### config.mk
export PLATFORM = sky130hd
export DESIGN_NAME = life_gen_scheduler_flat
export DESIGN_NICKNAME = d
export VERILOG_FILES = /design/src/rtl/life_gen_scheduler_if.sv /design/src/rtl/life_gen_scheduler.sv /design/src/flat_wrapper.sv
export SDC_FILE = /design/constraint.sdc
export NUM_CORES = 1
export LEC_CHECK = 0
export CORE_MARGIN = 2
export CORE_UTILIZATION = 48
export CTS_CLUSTER_DIAMETER = 50
export DETAILED_ROUTE_END_ITERATION = 8
export PLACE_DENSITY = 0.84
export SYNTH_ARGS = -nofsm -noshare
export SYNTH_HDL_FRONTEND = slang
export SYNTH_SLANG_ARGS = --single-unit
### constraint.sdc
create_clock -name clk -period 3.3 [get_ports clk]
set_input_delay 0.66 -clock clk [delete_from_list [all_inputs] [get_ports clk]]
set_output_delay 0.66 -clock clk [all_outputs]
set_load 0.005 [all_outputs]
### src/rtl/life_gen_scheduler_if.sv
// life_gen_scheduler_if: control and status bundle between the frame scheduler
// (master) and its environment: sync counters, run/step control, the
// update-engine handshake and the memory-port grants.
interface life_gen_scheduler_if #(
    parameter int GEN_W = 16
);
    logic [9:0]       hpos;
    logic [9:0]       vpos;
    logic             run;
    logic             step;
    logic             upd_done;
    logic             upd_start;
    logic             upd_grant;
    logic             disp_grant;
    logic             frame_tick;
    logic             gen_tick;
    logic [GEN_W-1:0] gen_count;
    logic             overrun;
    logic [1:0]       dbg_state;
    logic             dbg_late;

    modport master (
        input  hpos, vpos, run, step, upd_done,
        output upd_start, upd_grant, disp_grant, frame_tick, gen_tick,
               gen_count, overrun, dbg_state, dbg_late
    );

    modport slave (
        output hpos, vpos, run, step, upd_done,
        input  upd_start, upd_grant, disp_grant, frame_tick, gen_tick,
               gen_count, overrun, dbg_state, dbg_late
    );
endinterface

### src/rtl/life_gen_scheduler.sv
// life_gen_scheduler: shares the cell-memory port between the VGA display
// reader and the Game-of-Life update engine. Frames are divided down to a
// generation rate; in the chosen frame's vertical blank the port is handed to
// the update engine (start/done handshake) and then returned to the display.
//
// Handshake: upd_start is a one-cycle pulse issued as the grant is raised;
// the engine answers with a one-cycle upd_done pulse, which is only honoured
// while the update is in flight (UPDATE state). The grant drops the cycle
// after upd_done.
//
// Optional macro LIFE_SCHED_OVERRUN_GUARD_EN: when defined, an update still
// running at the end of vertical blank is aborted and the sticky overrun flag
// is raised. When undefined, the update keeps the port until upd_done and
// overrun reads 0; dbg_late then shows that the update ran past its window.
module life_gen_scheduler #(
    parameter int HTOTAL         = 799,
    parameter int VTOTAL         = 524,
    parameter int VIS_LINES      = 480,
    parameter int FRAMES_PER_GEN = 8,
    parameter int GEN_W          = 16
) (
    input logic                 clk,
    input logic                 reset,
    life_gen_scheduler_if.master bus
);

    localparam logic [1:0] S_IDLE   = 2'd0;
    localparam logic [1:0] S_START  = 2'd1;
    localparam logic [1:0] S_UPDATE = 2'd2;

    localparam logic [7:0] FRAME_LAST = 8'(FRAMES_PER_GEN - 1);
    localparam logic [9:0] H_LAST     = 10'(HTOTAL);
    localparam logic [9:0] V_BLANK    = 10'(VIS_LINES - 1);
    localparam logic [9:0] V_LAST     = 10'(VTOTAL);

    logic [1:0]       state_q, state_d;
    logic [7:0]       frame_cnt_q, frame_cnt_d;
    logic             step_pend_q, step_pend_d;
    logic [GEN_W-1:0] gen_count_q, gen_count_d;
    logic             upd_start_q, upd_start_d;
    logic             grant_q, grant_d;
    logic             disp_q;
    logic             frame_tick_q;
    logic             gen_tick_q, gen_tick_d;
    logic             late_q, late_d;

    logic vb_entry;
    logic vb_exit;
    logic due;
    logic fire;

    assign vb_entry = (bus.hpos == H_LAST) && (bus.vpos == V_BLANK);
    assign vb_exit  = (bus.hpos == H_LAST) && (bus.vpos == V_LAST);
    assign due      = bus.run && (frame_cnt_q == FRAME_LAST);
    // An update is launched only from IDLE at blanking entry.
    assign fire     = (state_q == S_IDLE) && vb_entry && (due || step_pend_q);

`ifdef LIFE_SCHED_OVERRUN_GUARD_EN
    logic overrun_q, overrun_d;
`endif

    // Next-state logic: frame divider, step latch, FSM and generation counter.
    always_comb begin
        state_d     = state_q;
        gen_count_d = gen_count_q;
        gen_tick_d  = 1'b0;
        upd_start_d = fire;
`ifdef LIFE_SCHED_OVERRUN_GUARD_EN
        overrun_d   = overrun_q;
`endif
        frame_cnt_d = frame_cnt_q;
        if (vb_entry) begin
            frame_cnt_d = (frame_cnt_q == FRAME_LAST) ? 8'd0 : frame_cnt_q + 8'd1;
        end

        // A step while paused is remembered until the update it requests starts.
        step_pend_d = (step_pend_q && !fire) || (bus.step && !bus.run);

        case (state_q)
            S_IDLE: begin
                if (fire) begin
                    state_d = S_START;
                end
            end
            S_START: begin
                state_d = S_UPDATE;
            end
            S_UPDATE: begin
                if (bus.upd_done) begin
                    state_d     = S_IDLE;
                    gen_count_d = gen_count_q + GEN_W'(1);
                    gen_tick_d  = 1'b1;
                end
`ifdef LIFE_SCHED_OVERRUN_GUARD_EN
                else if (vb_exit) begin
                    state_d   = S_IDLE;
                    overrun_d = 1'b1;
                end
`endif
            end
            default: begin
                state_d = S_IDLE;
            end
        endcase

        grant_d = (state_d != S_IDLE);
        // Update still holding the port after blanking ended (only reachable
        // when the guard is not built in).
        late_d  = (state_d == S_UPDATE) && (late_q || (vb_exit && !bus.upd_done));
    end

    // State and registered outputs, synchronous active-high reset.
    always_ff @(posedge clk) begin
        if (reset) begin
            state_q      <= S_IDLE;
            frame_cnt_q  <= 8'd0;
            step_pend_q  <= 1'b0;
            gen_count_q  <= '0;
            upd_start_q  <= 1'b0;
            grant_q      <= 1'b0;
            disp_q       <= 1'b1;
            frame_tick_q <= 1'b0;
            gen_tick_q   <= 1'b0;
            late_q       <= 1'b0;
        end else begin
            state_q      <= state_d;
            frame_cnt_q  <= frame_cnt_d;
            step_pend_q  <= step_pend_d;
            gen_count_q  <= gen_count_d;
            upd_start_q  <= upd_start_d;
            grant_q      <= grant_d;
            disp_q       <= !grant_d;
            frame_tick_q <= vb_entry;
            gen_tick_q   <= gen_tick_d;
            late_q       <= late_d;
        end
    end

`ifdef LIFE_SCHED_OVERRUN_GUARD_EN
    // Sticky overrun flag, cleared only by reset.
    always_ff @(posedge clk) begin
        if (reset) begin
            overrun_q <= 1'b0;
        end else begin
            overrun_q <= overrun_d;
        end
    end

    assign bus.overrun = overrun_q;
`else
    assign bus.overrun = 1'b0;
`endif

    assign bus.upd_start  = upd_start_q;
    assign bus.upd_grant  = grant_q;
    assign bus.disp_grant = disp_q;
    assign bus.frame_tick = frame_tick_q;
    assign bus.gen_tick   = gen_tick_q;
    assign bus.gen_count  = gen_count_q;
    assign bus.dbg_state  = state_q;
    assign bus.dbg_late   = late_q;

endmodule

### src/flat_wrapper.sv
// flat-port wrapper written by rule: the top's interface ports become plain ports
module life_gen_scheduler_flat 
#(
    parameter int HTOTAL         = 799,
    parameter int VTOTAL         = 524,
    parameter int VIS_LINES      = 480,
    parameter int FRAMES_PER_GEN = 8,
    parameter int GEN_W          = 16
)
  (clk, reset, bus_hpos, bus_vpos, bus_run, bus_step, bus_upd_done, bus_upd_start, bus_upd_grant, bus_disp_grant, bus_frame_tick, bus_gen_tick, bus_gen_count, bus_overrun, bus_dbg_state, bus_dbg_late);
  life_gen_scheduler_if #(.GEN_W(GEN_W)) bus_i ();
  input logic clk;
  input logic reset;
  input wire logic [$bits(bus_i.hpos)-1:0] bus_hpos;
  input wire logic [$bits(bus_i.vpos)-1:0] bus_vpos;
  input wire logic [$bits(bus_i.run)-1:0] bus_run;
  input wire logic [$bits(bus_i.step)-1:0] bus_step;
  input wire logic [$bits(bus_i.upd_done)-1:0] bus_upd_done;
  output wire logic [$bits(bus_i.upd_start)-1:0] bus_upd_start;
  output wire logic [$bits(bus_i.upd_grant)-1:0] bus_upd_grant;
  output wire logic [$bits(bus_i.disp_grant)-1:0] bus_disp_grant;
  output wire logic [$bits(bus_i.frame_tick)-1:0] bus_frame_tick;
  output wire logic [$bits(bus_i.gen_tick)-1:0] bus_gen_tick;
  output wire logic [$bits(bus_i.gen_count)-1:0] bus_gen_count;
  output wire logic [$bits(bus_i.overrun)-1:0] bus_overrun;
  output wire logic [$bits(bus_i.dbg_state)-1:0] bus_dbg_state;
  output wire logic [$bits(bus_i.dbg_late)-1:0] bus_dbg_late;
  assign bus_i.hpos = bus_hpos;
  assign bus_i.vpos = bus_vpos;
  assign bus_i.run = bus_run;
  assign bus_i.step = bus_step;
  assign bus_i.upd_done = bus_upd_done;
  assign bus_upd_start = bus_i.upd_start;
  assign bus_upd_grant = bus_i.upd_grant;
  assign bus_disp_grant = bus_i.disp_grant;
  assign bus_frame_tick = bus_i.frame_tick;
  assign bus_gen_tick = bus_i.gen_tick;
  assign bus_gen_count = bus_i.gen_count;
  assign bus_overrun = bus_i.overrun;
  assign bus_dbg_state = bus_i.dbg_state;
  assign bus_dbg_late = bus_i.dbg_late;
  life_gen_scheduler #(.HTOTAL(HTOTAL), .VTOTAL(VTOTAL), .VIS_LINES(VIS_LINES), .FRAMES_PER_GEN(FRAMES_PER_GEN), .GEN_W(GEN_W)) u_core (.clk(clk), .reset(reset), .bus(bus_i));
endmodule
* Yosys cells after proc, flatten, opt, wreduce, memory -nomap -nowiden
Cells that the tools add are included. W data, S select, Z words.
Storage, ports and cells: register bits after elaboration 33, output and inout port bits 25
Operators by class: $add $sub $neg 2, eq/ne operators 7, mux-type cells 5, bitwise operators 1, reduce and logical (&&, ||, !) cells 20
Operator list (number):
- $eq A10 B10 Y1 const B | 2
- $add A16 B1 Y16 const B | 1
- $eq A10 B9 Y1 const B | 1
- $logic_and A1 B1 Y1 | 9
- $add A8 B1 Y8 const B | 1
- $eq A8 B3 Y1 const B | 1
- $mux W8 | 1
- $pmux W2 S3 | 1
- $eq A2 B2 Y1 const B | 2
- $logic_not A1 Y1 | 4
- $mux W2 | 2
- $logic_or A1 B1 Y1 | 3
- $eq A2 B1 Y1 const B | 1
- $logic_not A2 Y1 | 1
- $reduce_and A2 Y1 | 1
- $reduce_bool A2 Y1 | 1
- $reduce_or A2 Y1 | 1
- $mux W1 | 1
- $not A1 Y1 | 1

* Logic depth before layout (Yosys ltp)
depth in word-level cells 8, mapped depth 6

* Worst setup path after synthesis
No wires, ideal clock.
path kind in2reg, start input port bus_hpos[7], end register u_core.frame_cnt_q[3], setup time 71 ps, arrival time 2243 ps, required time 3229 ps, setup slack 987 ps, stages on the path 5, path through or4b_4 > nor4_4 > nand2_2 > or4_1 > a21oi_1
Between the ends: word-level cells in the longest chain between the ends 2
RTL lines:
- start: declaration | line flat_wrapper.sv:14 | input wire logic [$bits(bus_i.hpos)-1:0] bus_hpos;
- $eq A10 B10 Y1 | line life_gen_scheduler.sv:52 | assign vb_entry = (bus.hpos == H_LAST) && (bus.vpos == V_BLANK);
- $logic_and A1 B1 Y1 | line life_gen_scheduler.sv:52
- end signal: assignment | line life_gen_scheduler.sv:127 | frame_cnt_q <= frame_cnt_d;
- end: declaration | line life_gen_scheduler.sv:37 | logic [7:0] frame_cnt_q, frame_cnt_d;
No other way between the ends. A chain may end at the register's enable or synchronous reset.

* Worst setup path after layout
start input port bus_hpos[7], end register u_core.frame_cnt_q[6]
Same word-level chain as after synthesis.

==> run metrics <==
status=complete, but fails checks; failing checks=DRC; CTS Hold Bufs=0; CTS clk-pin slew, worst paths=approximately 0.10 ns; wire per inst=13.3 um; All-Layer GR Usage=0.206; total grt overflow=0; CP Max Fanout=15; I/O pins=50; final core utilization=0.727; syn nets=around 190; sequential area share after synthesis=0.459; Clk Latency, worst-skew pair=0.33 ns; most frequent cells in the layout=clkdlybuf4s50_1 (48), dfxtp_1 (33), nor2_1 (24); core area=between 2000 and 3000 um^2; Pleak=0.692 nW; Diodes inserted=0; WP data arrival=2.93 ns; Via density=5.58; chip height=58.8 um; Slew Limit Headroom=0.581; area grow syn2layout=41.6%; worst clock skew=just under 0.009 ns; Crit Reg-Reg Startpoint=u_core.frame_cnt_q[3]$_SDFFE_PP0N_; CTS sink cnt=33; pin count of the biggest net entering global routing=18; setup repair bufs after CTS=0; Max VDD drop=about 0.2 mV; EDFF count, synth=0; top_reg_cell synth=dfxtp_1; Ys Warns=0; worst hold path type=reg -> reg; Net count, final=239; CP endpoint kind=register; Final Hold Fails=0; Routed WL=3250 um; Final TNS setup=0 ns; Yosys reg bits=33; FMAX=0.376 GHz; Finish-stage setup viols=0; cts repair resizes=0; number of distinct library cells after synthesis=34; commonest non-fill, non-tap cell in the layout=clkdlybuf4s50_1; DIE AREA=3450 um^2; Post-Syn Area=roughly 1400 um^2; Die W=58.8 um; post-DP HPWL=2460 um; post-route cell area=2040 um^2; Rows=19; initial core utilization=0.513; Avg Synthesized Cell Area=8.89 um^2; crit path launch=bus_hpos[7]; Tightest Pin Transition=0.627 ns; share of cells above drive strength 1=0.0657; initial antenna violation count=0; CTS buffer count=5; TritonCTS clock tree=built; first-pass GRT wire length=around 5400 um; synthesized instance count=162; number of remaining DRC errors=2; total power=817 uW; total number of vias=1362; CTS H-tree lvls=2; deepest clock path buffer count=2; Pwr Density=about 400 nW/um^2; port bufs=between 40 and 50; starting DRC count in detailed routing=42; Max-cap violations=0; fin crit share=0.806; pins over their slew limit=0; total iterations of the first detailed-routing run=6; crit start category=input pin; Post-synth ARST share=0; Hold Startpoint=u_core.frame_cnt_q[7]$_SDFFE_PP0N_; data required time of the worst path=approximately 3.6 ns; gpl congestion=just under 0.8; vias in the first global route=1265; clock period minus final worst setup slack=approximately 2.7 ns; RSZ-0062 raised after global routing=no; clock root buffer=clkbuf_4; area post-placement=between 1500 and 2000 um^2; path type of the worst setup path=in -> reg; antenna viol nets, final=0
final timing paths:
| check | endpoint | slack [ns] | cells past startpoint |
|---|---|---|---|
| worst max-delay path | u_core.frame_cnt_q[6]$_SDFFE_PP0N_ | 0.64 | 6 |
| worst min-delay path | u_core.frame_cnt_q[7]$_SDFFE_PP0N_ | 0.49 | 2 |
| worst max register to register | u_core.bus.upd_grant$_SDFF_PP0_ | 1.27 | 5 |
| worst min register to register | u_core.frame_cnt_q[7]$_SDFFE_PP0N_ | 0.49 | 2 |
synth_stat cells, drive strengths merged (5+ instances only):
cell   number  share of area
nor2       24          0.063
nand3       7          0.024
o21ai       5          0.017
xnor2      10          0.061
xor2        5          0.030
nand2      11          0.030
nor3        6          0.021
or4         5          0.026
a21oi      10          0.035
dfxtp      33           0.46
nor4        6          0.036
nand4       7          0.030
logic make-up after synthesis:
family                     Yosys count  share of synthesized area
DFF                                 33                      0.459
other                                1                    0.00260
muxes                                2                     0.0139
buffers and inverters                8                     0.0261
adders and majority gates            2                     0.0174
and+or+nand+nor                     83                      0.323
AOI/OAI and AO/OA                   18                     0.0669
xor gates and xnor gates            15                     0.0912
where the power goes:
| part | switching (mW) | total [mW] | internal, mW |
|---|---|---|---|
| Clock | 0.139 | 0.374 | 0.235 |
| Sequential | 0.000511 | 0.399 | 0.399 |
| Combinational | 0.0145 | 0.0433 | 0.0287 |
| Total | 0.154 | 0.817 | 0.662 |
area by class of cell:
class | instances | area, um^2
sequential | 33 | 661
clock inverter | 3 | 65.1
fill | 209 | 766
clock buffer | 5 | 37.5
tap | 31 | 38.8
inverter | 2 | 7.51
multi-input combinational | 121 | 742
timing repair buffer | 49 | 488
stage by stage:
step                      hold slack, ns  std cells  worst slack (ns)
after floorplan                    0.449        162             0.987
after global placement             0.458        236             0.407
after detailed placement           0.472        236             0.301
after CTS                          0.487        244             0.651
after global routing               0.516        244             0.529
final                              0.492        244             0.639
routing by layer:
metal	global-route usage	vias to the layer above	share of wire
met5	0	-	0
met4	0.0747	0	0.018
met3	0.0791	7	0.075
met2	0.346	53	0.49
met1	0.237	627	0.42
li1	-	675	-
worst max-delay path, cell delays in order:
cell and delay [ns]:
clkdlybuf4s50_1 0.40, or4b_4 0.55, nor4_4 0.36, nand2_2 0.25
or4_1 0.54, a21oi_1 0.16
flip-flops by register name (all words and copies together), names as in the netlist:
register	cells
u_core.frame_cnt_q	8
u_core.bus.upd_start	1
u_core.bus.upd_grant	1
u_core.bus.frame_tick	1
u_core.bus.disp_grant	1
u_core.bus.dbg_state	2
u_core.bus.dbg_late	1
u_core.step_pend_q	1
u_core.bus.gen_count	16
u_core.bus.gen_tick	1
Note: power is estimated with default switching activity, not from simulation.
